File: src/rtl/bsg_vanilla_pkg.sv
// Shared types for the vanilla core's icache refill path.
package bsg_vanilla_pkg;

    // Refill sequencer states.
    typedef enum logic [1:0] {
        IDLE   = 2'd0,
        REFILL = 2'd1,
        DONE   = 2'd2
    } icache_refill_state_e;

    // Widest word address any icache configuration in this core uses.
    localparam int unsigned icache_refill_addr_width_gp = 32;

    // One word-read request to the memory network.
    typedef struct packed {
        logic [icache_refill_addr_width_gp-1:0] addr;
    } icache_refill_req_s;

endpackage

File: src/rtl/icache_refill_ctrl_reorder_buf.sv
// Reorder buffer for one icache block: words land by block offset in any
// order and are popped strictly in ascending offset order.
module icache_refill_reorder_buf #(
    parameter int unsigned els_p   = 4,
    parameter int unsigned width_p = 32,
    localparam int unsigned offset_width_lp = $clog2(els_p)
) (
    input  logic                       clk_i,
    input  logic                       reset_i,
    input  logic                       clear_i,
    input  logic                       wr_v_i,
    input  logic [offset_width_lp-1:0] wr_offset_i,
    input  logic [width_p-1:0]         wr_data_i,
    input  logic [offset_width_lp-1:0] rd_offset_i,
    input  logic                       pop_i,
    output logic                       rd_v_o,
    output logic [width_p-1:0]         rd_data_o
);

    logic [els_p-1:0]   valid_r;
    logic [width_p-1:0] data_r [els_p];

    // Valid bits: set on arrival, cleared on pop or at the start of a refill.
    always_ff @(posedge clk_i) begin
        if (reset_i || clear_i) begin
            valid_r <= '0;
        end else begin
            if (pop_i) begin
                valid_r[rd_offset_i] <= 1'b0;
            end
            if (wr_v_i) begin
                valid_r[wr_offset_i] <= 1'b1;
            end
        end
    end

    // Data array: no reset needed, every read is qualified by its valid bit.
    always_ff @(posedge clk_i) begin
        if (wr_v_i) begin
            data_r[wr_offset_i] <= wr_data_i;
        end
    end

    assign rd_v_o    = valid_r[rd_offset_i];
    assign rd_data_o = data_r[rd_offset_i];

`ifndef SYNTHESIS
    // A second response for an offset still held means the network duplicated a word.
    always_ff @(posedge clk_i) begin
        if (!reset_i && !clear_i && wr_v_i && valid_r[wr_offset_i]) begin
            $error("icache_refill_reorder_buf: response to already-valid offset %0d", wr_offset_i);
        end
    end
`endif

endmodule

File: src/rtl/icache_refill_ctrl.sv
// icache block refill sequencer: issues one read per word of the missing
// block, accepts out-of-order responses, and writes the icache in order.
module icache_refill_ctrl
    import bsg_vanilla_pkg::*;
#(
    parameter int unsigned icache_tag_width_p           = 12,
    parameter int unsigned icache_entries_p             = 1024,
    parameter int unsigned icache_block_size_in_words_p = 4,
    localparam int unsigned pc_width_lp           = icache_tag_width_p + $clog2(icache_entries_p),
    localparam int unsigned block_offset_width_lp = $clog2(icache_block_size_in_words_p)
) (
    input  logic                             clk_i,
    input  logic                             reset_i,
    input  logic                             miss_v_i,
    input  logic [pc_width_lp-1:0]           miss_pc_i,
    output logic                             busy_o,
    output logic                             done_o,
    output logic                             req_v_o,
    output logic [pc_width_lp-1:0]           req_addr_o,
    input  logic                             req_ready_i,
    input  logic                             resp_v_i,
    input  logic [block_offset_width_lp-1:0] resp_offset_i,
    input  logic [31:0]                      resp_data_i,
    output logic                             icache_v_o,
    output logic                             icache_w_o,
    output logic [pc_width_lp-1:0]           icache_w_pc_o,
    output logic [31:0]                      icache_w_instr_o
);

    localparam int unsigned cnt_width_lp = block_offset_width_lp + 1;
    localparam logic [cnt_width_lp-1:0] block_size_lp  = cnt_width_lp'(icache_block_size_in_words_p);
    localparam logic [cnt_width_lp-1:0] last_offset_lp = cnt_width_lp'(icache_block_size_in_words_p - 1);
    localparam logic [cnt_width_lp-1:0] cnt_one_lp     = cnt_width_lp'(1);
    localparam logic [pc_width_lp-1:0]  offset_mask_lp = pc_width_lp'(icache_block_size_in_words_p - 1);

    icache_refill_state_e        state_r;
    logic [pc_width_lp-1:0]      base_r;
    logic [cnt_width_lp-1:0]     req_cnt_r;
    logic [cnt_width_lp-1:0]     wr_cnt_r;
    logic                        busy_r;
    logic                        done_r;
    logic                        req_v_r;
    logic [pc_width_lp-1:0]      req_addr_r;

    logic [pc_width_lp-1:0]      miss_base;
    logic [cnt_width_lp-1:0]     req_cnt_next;
    logic [cnt_width_lp-1:0]     wr_cnt_next;
    logic                        req_fire;
    logic                        in_refill;
    logic                        buf_wr_v;
    logic                        buf_clear;
    logic                        buf_rd_v;
    logic [31:0]                 buf_rd_data;
    logic                        icache_v;

    // Masking (not adding) keeps the offset arithmetic from ever carrying into the tag.
    assign miss_base    = miss_pc_i & ~offset_mask_lp;
    assign req_cnt_next = req_cnt_r + cnt_one_lp;
    assign wr_cnt_next  = wr_cnt_r + cnt_one_lp;
    assign req_fire     = req_v_r & req_ready_i;
    assign in_refill    = (state_r == REFILL);
    assign buf_wr_v     = in_refill & resp_v_i;
    assign buf_clear    = (state_r == IDLE) & miss_v_i;
    assign icache_v     = in_refill & buf_rd_v;

    icache_refill_reorder_buf #(
        .els_p   (icache_block_size_in_words_p),
        .width_p (32)
    ) reorder_buf (
        .clk_i       (clk_i),
        .reset_i     (reset_i),
        .clear_i     (buf_clear),
        .wr_v_i      (buf_wr_v),
        .wr_offset_i (resp_offset_i),
        .wr_data_i   (resp_data_i),
        .rd_offset_i (wr_cnt_r[block_offset_width_lp-1:0]),
        .pop_i       (icache_v),
        .rd_v_o      (buf_rd_v),
        .rd_data_o   (buf_rd_data)
    );

    // Refill FSM with request counter, write counter and registered handshake outputs.
    always_ff @(posedge clk_i) begin
        if (reset_i) begin
            state_r    <= IDLE;
            base_r     <= '0;
            req_cnt_r  <= '0;
            wr_cnt_r   <= '0;
            busy_r     <= 1'b0;
            done_r     <= 1'b0;
            req_v_r    <= 1'b0;
            req_addr_r <= '0;
        end else begin
            case (state_r)
                IDLE: begin
                    done_r <= 1'b0;
                    if (miss_v_i) begin
                        state_r    <= REFILL;
                        base_r     <= miss_base;
                        req_cnt_r  <= '0;
                        wr_cnt_r   <= '0;
                        busy_r     <= 1'b1;
                        req_v_r    <= 1'b1;
                        req_addr_r <= miss_base;
                    end
                end
                REFILL: begin
                    if (req_fire) begin
                        req_cnt_r <= req_cnt_next;
                        if (req_cnt_next == block_size_lp) begin
                            req_v_r <= 1'b0;
                        end else begin
                            req_addr_r <= base_r | pc_width_lp'(req_cnt_next[block_offset_width_lp-1:0]);
                        end
                    end
                    if (icache_v) begin
                        wr_cnt_r <= wr_cnt_next;
                        if (wr_cnt_r == last_offset_lp) begin
                            state_r <= DONE;
                            busy_r  <= 1'b0;
                            done_r  <= 1'b1;
                            req_v_r <= 1'b0;
                        end
                    end
                end
                DONE: begin
                    state_r <= IDLE;
                    done_r  <= 1'b0;
                end
                default: begin
                    state_r <= IDLE;
                    busy_r  <= 1'b0;
                    done_r  <= 1'b0;
                    req_v_r <= 1'b0;
                end
            endcase
        end
    end

    assign busy_o           = busy_r;
    assign done_o           = done_r;
    assign req_v_o          = req_v_r;
    assign req_addr_o       = req_addr_r;
    assign icache_v_o       = icache_v;
    assign icache_w_o       = icache_v;
    assign icache_w_pc_o    = icache_v ? (base_r | pc_width_lp'(wr_cnt_r[block_offset_width_lp-1:0])) : '0;
    assign icache_w_instr_o = icache_v ? buf_rd_data : '0;

`ifndef SYNTHESIS
    // Responses outside a refill, or for words never requested, indicate a network fault.
    always_ff @(posedge clk_i) begin
        if (!reset_i && resp_v_i) begin
            if (!in_refill) begin
                $error("icache_refill_ctrl: response dropped outside REFILL");
            end else if ({1'b0, resp_offset_i} >= req_cnt_r) begin
                $error("icache_refill_ctrl: response to unrequested offset %0d", resp_offset_i);
            end
        end
    end
`endif

endmodule

File: config.mk
export PLATFORM = sky130hd
export DESIGN_NAME = icache_refill_ctrl
export DESIGN_NICKNAME = d
export VERILOG_FILES = /design/src/rtl/bsg_vanilla_pkg.sv /design/src/rtl/icache_refill_ctrl_reorder_buf.sv /design/src/rtl/icache_refill_ctrl.sv
export SDC_FILE = /design/constraint.sdc
export NUM_CORES = 1
export LEC_CHECK = 0
export ABC_AREA = 1
export CAP_MARGIN = 20
export CORE_UTILIZATION = 46
export CTS_CLUSTER_DIAMETER = 100
export DETAILED_ROUTE_END_ITERATION = 7
export PLACE_DENSITY_LB_ADDON = 0.15
export SETUP_SLACK_MARGIN = 0.4
export SYNTH_ARGS = -nofsm -noshare
export SYNTH_HDL_FRONTEND = slang
export SYNTH_SLANG_ARGS = --single-unit
File: constraint.sdc
create_clock -name clk_i -period 2.2 [get_ports clk_i]
set_input_delay 0.22 -clock clk_i [delete_from_list [all_inputs] [get_ports clk_i]]
set_output_delay 0.22 -clock clk_i [all_outputs]
set_load 0.05 [all_outputs]
======== Word level (Yosys, flattened, before mapping) ========
Memory sizes are Yosys's and may differ from the RTL's. A register that Yosys moved wholly into a read port is not among the register bits.
Index checks and enable logic that the tools add are counted.
storage, ports and cells
  output and inout bits ................... 81
  RAM bits ................................ 128
  bits in registers ....................... 57
  bits of input ports ..................... 61
  memories ................................ 1
  word-level logic and storage cells ...... 87
cells by class
  mux-type cells .......................... 37
  order comparisons ....................... 4
  eq/ne operators ......................... 9
  bitwise operators ....................... 11
  reductions and logical operators ........ 14
  add/sub/neg operators ................... 2
memories
  name                depth  bits a word  read ports  clocked after Yosys merged registers in  write ports  line                                  source
  reorder_buf.data_r  4      32           1           1                                        1            icache_refill_ctrl_reorder_buf.sv:21  logic [width_p-1:0] data_r [els_p];
operators by type and width
  cell                                                               count
  2-to-1 mux 22 bit                                                  4
  OR 22 x 2 -> 22 bit                                                2
  one-hot mux 22 bit (2 select lines)                                1
  2-to-1 mux 32 bit                                                  1
  2-to-1 mux 1 bit                                                   12
  2-to-1 mux 4 bit                                                   3
  one-hot mux 3 bit (2 select lines)                                 2
  2-to-1 mux 2 bit                                                   5
  2-to-1 mux 3 bit                                                   3
  AND reduction 3 bit                                                3
  AND reduction 4 bit                                                2
  adder 3 x 1 -> 3 bit, second input constant                        2
  < comparator 2 x 3 -> 1 bit, second input constant                 2
  != test 2 bit, second input constant                               3
  one-hot mux 1 bit (3 select lines)                                 2
  AND reduction 2 bit                                                3
  bitwise AND 1 bit                                                  4
  bitwise AND 4 bit                                                  1
  demux 1 bit (select 2 bit)                                         2
  greater-or-equal comparator 2 x 1 -> 1 bit, second input constant  2
  != test 2 x 1 -> 1 bit, second input constant                      2
  NOT 4 bit                                                          1
  OR 4 bit                                                           1
  one-hot mux 2 bit (2 select lines)                                 1
  11 further kinds                                                   13

======== Longest topological paths before layout ========
  word-level depth ........................ 10
  gate-level depth with buffers ........... 8

======== Hierarchy ========
A second synthesis with hierarchy kept.
second synthesis, totals
  cells, all modules ...................... 753
  area, all modules ....................... 7,541.0 sq um
modules (own cells, without submodules)
  module                     times used  area each (sq um)  cells each
  icache_refill_reorder_buf  1           4,882.2            339
  icache_refill_ctrl         1           2,658.8            414

======== Worst setup path before layout ========
No wires, ideal clock.
  path type ............................... reg-to-output
  start point ............................. reg wr_cnt_r[0]
  end point ............................... out icache_w_pc_o[1]
  arrival ................................. 1,924 ps
  stages on the path, launching flop included .. 8
  slack ................................... 56 ps
  buffers on the path ..................... 0
  required time ........................... 1,980 ps
  cells stage by stage .................... dfxtp_1 -> inv_1 -> nand2_1 -> nand3_2 -> nand2_1 -> nor2_1 -> nand2_1 -> inv_1
on the way
  longest elaborated chain between the ends .. 4
RTL lines
  element                                 line                                  source
  from (decl)                             icache_refill_ctrl.sv:39              logic [cnt_width_lp-1:0] wr_cnt_r;
  from (signal assigned)                  icache_refill_ctrl.sv:117             wr_cnt_r <= wr_cnt_next;
  binary-select mux 1 bit (select 2 bit)  icache_refill_ctrl_reorder_buf.sv:44  assign rd_v_o = valid_r[rd_offset_i];
  2-to-1 mux 1 bit (implied by the code)  icache_refill_ctrl_reorder_buf.sv:44
  bitwise AND 1 bit                       icache_refill_ctrl.sv:64              assign icache_v = in_refill & buf_rd_v;
  via icache_v_o                          icache_refill_ctrl.sv:24              output logic icache_v_o,
  2-to-1 mux 22 bit                       icache_refill_ctrl.sv:146             assign icache_w_pc_o = icache_v ? (base_r | pc_width_lp'(wr_cnt_r[block_offset_width_lp-1:0])) : '0;
  to (decl)                               icache_refill_ctrl.sv:26              output logic [pc_width_lp-1:0] icache_w_pc_o,
The timed path passes the listed nets, and every way through them passes these cells. The select of a mux whose other input is x is not followed.

======== Worst setup path in the final report ========
  start point ............................. reg wr_cnt_r[0]
  end point ............................... out icache_w_instr_o[26]
on the way
  longest elaborated chain between the ends .. 4
RTL lines
  element                                 line                                  source
  binary-select mux 1 bit (select 2 bit)  icache_refill_ctrl_reorder_buf.sv:44
  2-to-1 mux 1 bit (implied by the code)  icache_refill_ctrl_reorder_buf.sv:44
  bitwise AND 1 bit                       icache_refill_ctrl.sv:64
  2-to-1 mux 32 bit                       icache_refill_ctrl.sv:147             assign icache_w_instr_o = icache_v ? buf_rd_data : '0;
  to (decl)                               icache_refill_ctrl.sv:27              output logic [31:0] icache_w_instr_o
No other way between the ends. The select of a mux whose other input is x is not followed.

==> reports/results.ini <==
[run_status]
status=completed

[worst_hold_path]
holdPathStages=3
hold_path.class=primary input to register
holdPathEnd=base_r[11]
hp-start=miss_pc_i[11]

[placed_design]
placed_area_um2=9860
hpwl_um=11300
port_buffers=139
dpl.cell_count=1077
gp_congestion=0.804

[logic_synthesis]
synthesis.area_um2=7620
seq_area_frac_synth_pct=65.9
synthCells=749
synth.net_count=817
yosysUniqueCellTypes=27
yosysWarnings=0
ys_ff_latch=187
synth.avg_cell_area_um2=10.2

[power]
p_leak_nw=4.41
switching_share_pct=26.0
switchingPower_mw=2.09
combPwrFrac_pct=16.2
clkPwrFrac_pct=34.9
seq_power_share_pct=48.9
intPower_mw=5.92
p_per_area_nw_per_um2=670
ir_drop_uv=548

[final_layout]
finish.net_count=995
post-route-util_pct=74.4
area_growth_pct=56.7
antenna_cells=0
drive_gt1_share_pct=28.1
finalNonFillerCells=1155
final_area_um2=11900

[clock_network]
clockBufferDepth=2
cts_tree=built
cts_made_buffers=17
clockRootBuffer=clkbuf_16
clk_pin_slew_ns=0.07
clk_latency_ns=0.42
cts_sinks=187
htree_levels=4

[detailed_routing]
drt-initial-drc-count=454
firstDrtPassIters=5
ant_nets=0
viasPerCell=5.44
drc=0
wl_per_cell_um=19.3
drt_wl_total_um=22300
num_vias=6288

[worst_setup_path]
cp.required_ns=1.98
cpMostUsedCell=buf_12
crit_arrival_ns=1.80
crit_chain=inv_6 > nand2_4 > nand3_4 > nand3_4 > buf_12 > buf_12 > a21oi_4 > buf_12
ff2ff_path_depth=8
cp_max_fo=5
crit_path_start_kind=register
crit_type=register to output port
rr_endpoint=reorder_buf.data_r[3][24]
r2r_start=state_r[0]
cp-end-kind=output port
cpMaxStageDelayCell=dfxtp_4
cp_slowest_stage_delay_ns=0.37
r2r_slack_ns=0.40

[sta]
fin_crit_sh_pct=92.0
fin_crit_ns=2.02
hold_ws_ns=0.359
setup_viol=0
fmax_ghz=0.494
tns_ns=0
skew_ns=0.00860
tightest_slew_ns=0.735
hold_violations=0
slew_headroom_pct=51.0
drv_slew=0
rsz0062_at_grt=yes

[grt]
grt_pass1_wl_um=31600
globalRouteTotalUtil_pct=24.9
grt_max_degree=53
overflow=0
antenna_found_initial=0
first_global_vias=6203

[floorplanning]
dieArea_um2=17100
io_pins=142
core_area_um2=16100
rows=46
die_y_um=131
start_util_pct=47.5
die_w_um=131

[flow_run]
drv_cap=0

==> metrics by stage <==
stage,power (mW),setup slack (ns)
after floorplan,4.52,0.210
after global placement,4.89,0.430
after detailed placement,4.92,0.340
after CTS,7.91,0.210
after global routing,8.27,0.127
final,8.01,0.175
==> routing by layer <==
layer	GRT usage [%]	wire [µm]
met1	27.4	8380
met2	46.1	12000
met3	7.00	1620
met4	7.84	251
met5	0	0
==> synthesized netlist by cell type (all sizes together) <==
cell type | number | share of area [%]
clkbuf | 19 | 0.94
nand4 | 5 | 0.41
a21oi | 81 | 5.3
inv | 42 | 2.1
nand3 | 35 | 2.7
nand2 | 70 | 3.6
a21boi | 1 | 0.099
xor2 | 1 | 0.21
clkinv | 1 | 0.049
buf | 27 | 2.2
dfxtp | 59 | 15
o21ai | 105 | 6.9
ha | 7 | 1.1
nor3 | 1 | 0.066
edfxtp | 128 | 50
a211oi | 1 | 0.099
nor2 | 166 | 8.2
==> worst max-delay path: cells and delay by family, from the launching register on <==
family / cells / cell delay (ns)
simple gates: 3 / 0.26
flops: 1 / 0.37
buf+inv: 4 / 0.58
compound gates: 1 / 0.17
==> final cells by class <==
class,instances,area (µm²)
Timing Repair Buffer,204,2980
Clock inverter,14,105
Clock buffer,17,425
Inverter,43,186
Sequential cell,187,5040
Multi-Input combinational cell,474,2940
Fill cell,1000,4110
Tap cell,216,270
==> cell usage in the layout, fill, tap and decap left out, types with 2 or more instances in the layout <==
cell | synthesis | final
buf_4 | 3 | 21
o21ai_2 | 0 | 25
buf_6 | 5 | 13
ha_1 | 7 | 7
nand4_1 | 5 | 5
o21ai_1 | 9 | 32
nor2_1 | 164 | 142
buf_16 | 0 | 8
dlymetal6s2s_1 | 0 | 9
clkinv_4 | 0 | 2
a21oi_2 | 0 | 3
clkbuf_16 | 0 | 24
dlygate4sd2_1 | 0 | 16
nand2_4 | 1 | 2
a21oi_4 | 0 | 29
clkinvlp_4 | 0 | 7
o21ai_0 | 96 | 48
nand3_4 | 1 | 5
a21oi_1 | 81 | 49
inv_2 | 2 | 3
nor2_4 | 0 | 24
inv_1 | 40 | 33
inv_6 | 0 | 2
nand3_1 | 30 | 25
inv_4 | 0 | 2
clkinv_1 | 1 | 7
dfxtp_1 | 59 | 55
edfxtp_1 | 128 | 128
nand3_2 | 4 | 6
buf_12 | 0 | 70
nand2_1 | 68 | 58
nand2_2 | 1 | 7
clkdlybuf4s50_1 | 0 | 58
nand2_8 | 0 | 3
dfxtp_4 | 0 | 3
==> worst max-delay path by stage <==
stage | from | to | slack, ns | depth (start not counted)
after detailed placement | state_r[0] | req_addr_o[3] | 0.34 | 7
after floorplan | wr_cnt_r[0] | icache_w_instr_o[22] | 0.21 | 6
final | wr_cnt_r[0] | icache_w_instr_o[26] | 0.18 | 8
after global placement | state_r[0] | req_addr_o[12] | 0.43 | 8
after CTS | wr_cnt_r[0] | icache_w_instr_o[26] | 0.21 | 8
after global routing | wr_cnt_r[0] | icache_w_pc_o[1] | 0.13 | 10
==> cell families (layout without fill, tap and decap cells) <==
group           after synthesis  in the layout  share of synthesized area [%]
compound gates              188            188                           12.4
xor+xnor                      1              1                          0.213
fa+ha+maj                     7              7                           1.15
buf+inv                      89            278                           5.30
flops                       187            187                           65.9
simple gates                277            278                           15.0
==> sequential cells by signal (all words and copies together) (netlist names), named ones only <==
register,cells
req_cnt_r,3
busy_o,1
req_addr_o,22
reorder_buf.data_r,128
reorder_buf.valid_r,4
done_o,1
req_v_o,1
state_r,2
wr_cnt_r,3
base_r,20
==> power by group through the flow <==
stage / Clock, mW / Sequential [mW] / Combinational, mW
2_1_floorplan: 0 / 4.07 / 0.451
3_3_place_gp: 0 / 3.98 / 0.911
3_5_place_dp: 0 / 3.98 / 0.934
4_1_cts: 2.81 / 3.91 / 1.20
5_1_grt: 2.98 / 3.92 / 1.38
6_report: 2.79 / 3.91 / 1.30
==> what timing repair did <==
action / in CTS / in global routing
gates resized for setup: 218 / 59
hold buffers: 0 / 0
endpoints found under the setup margin: 94 / 215
pin swaps: 12 / 12
buffers inserted: 24 / 5
gates cloned: 8 / 10
(Power assumes the default switching activity.)
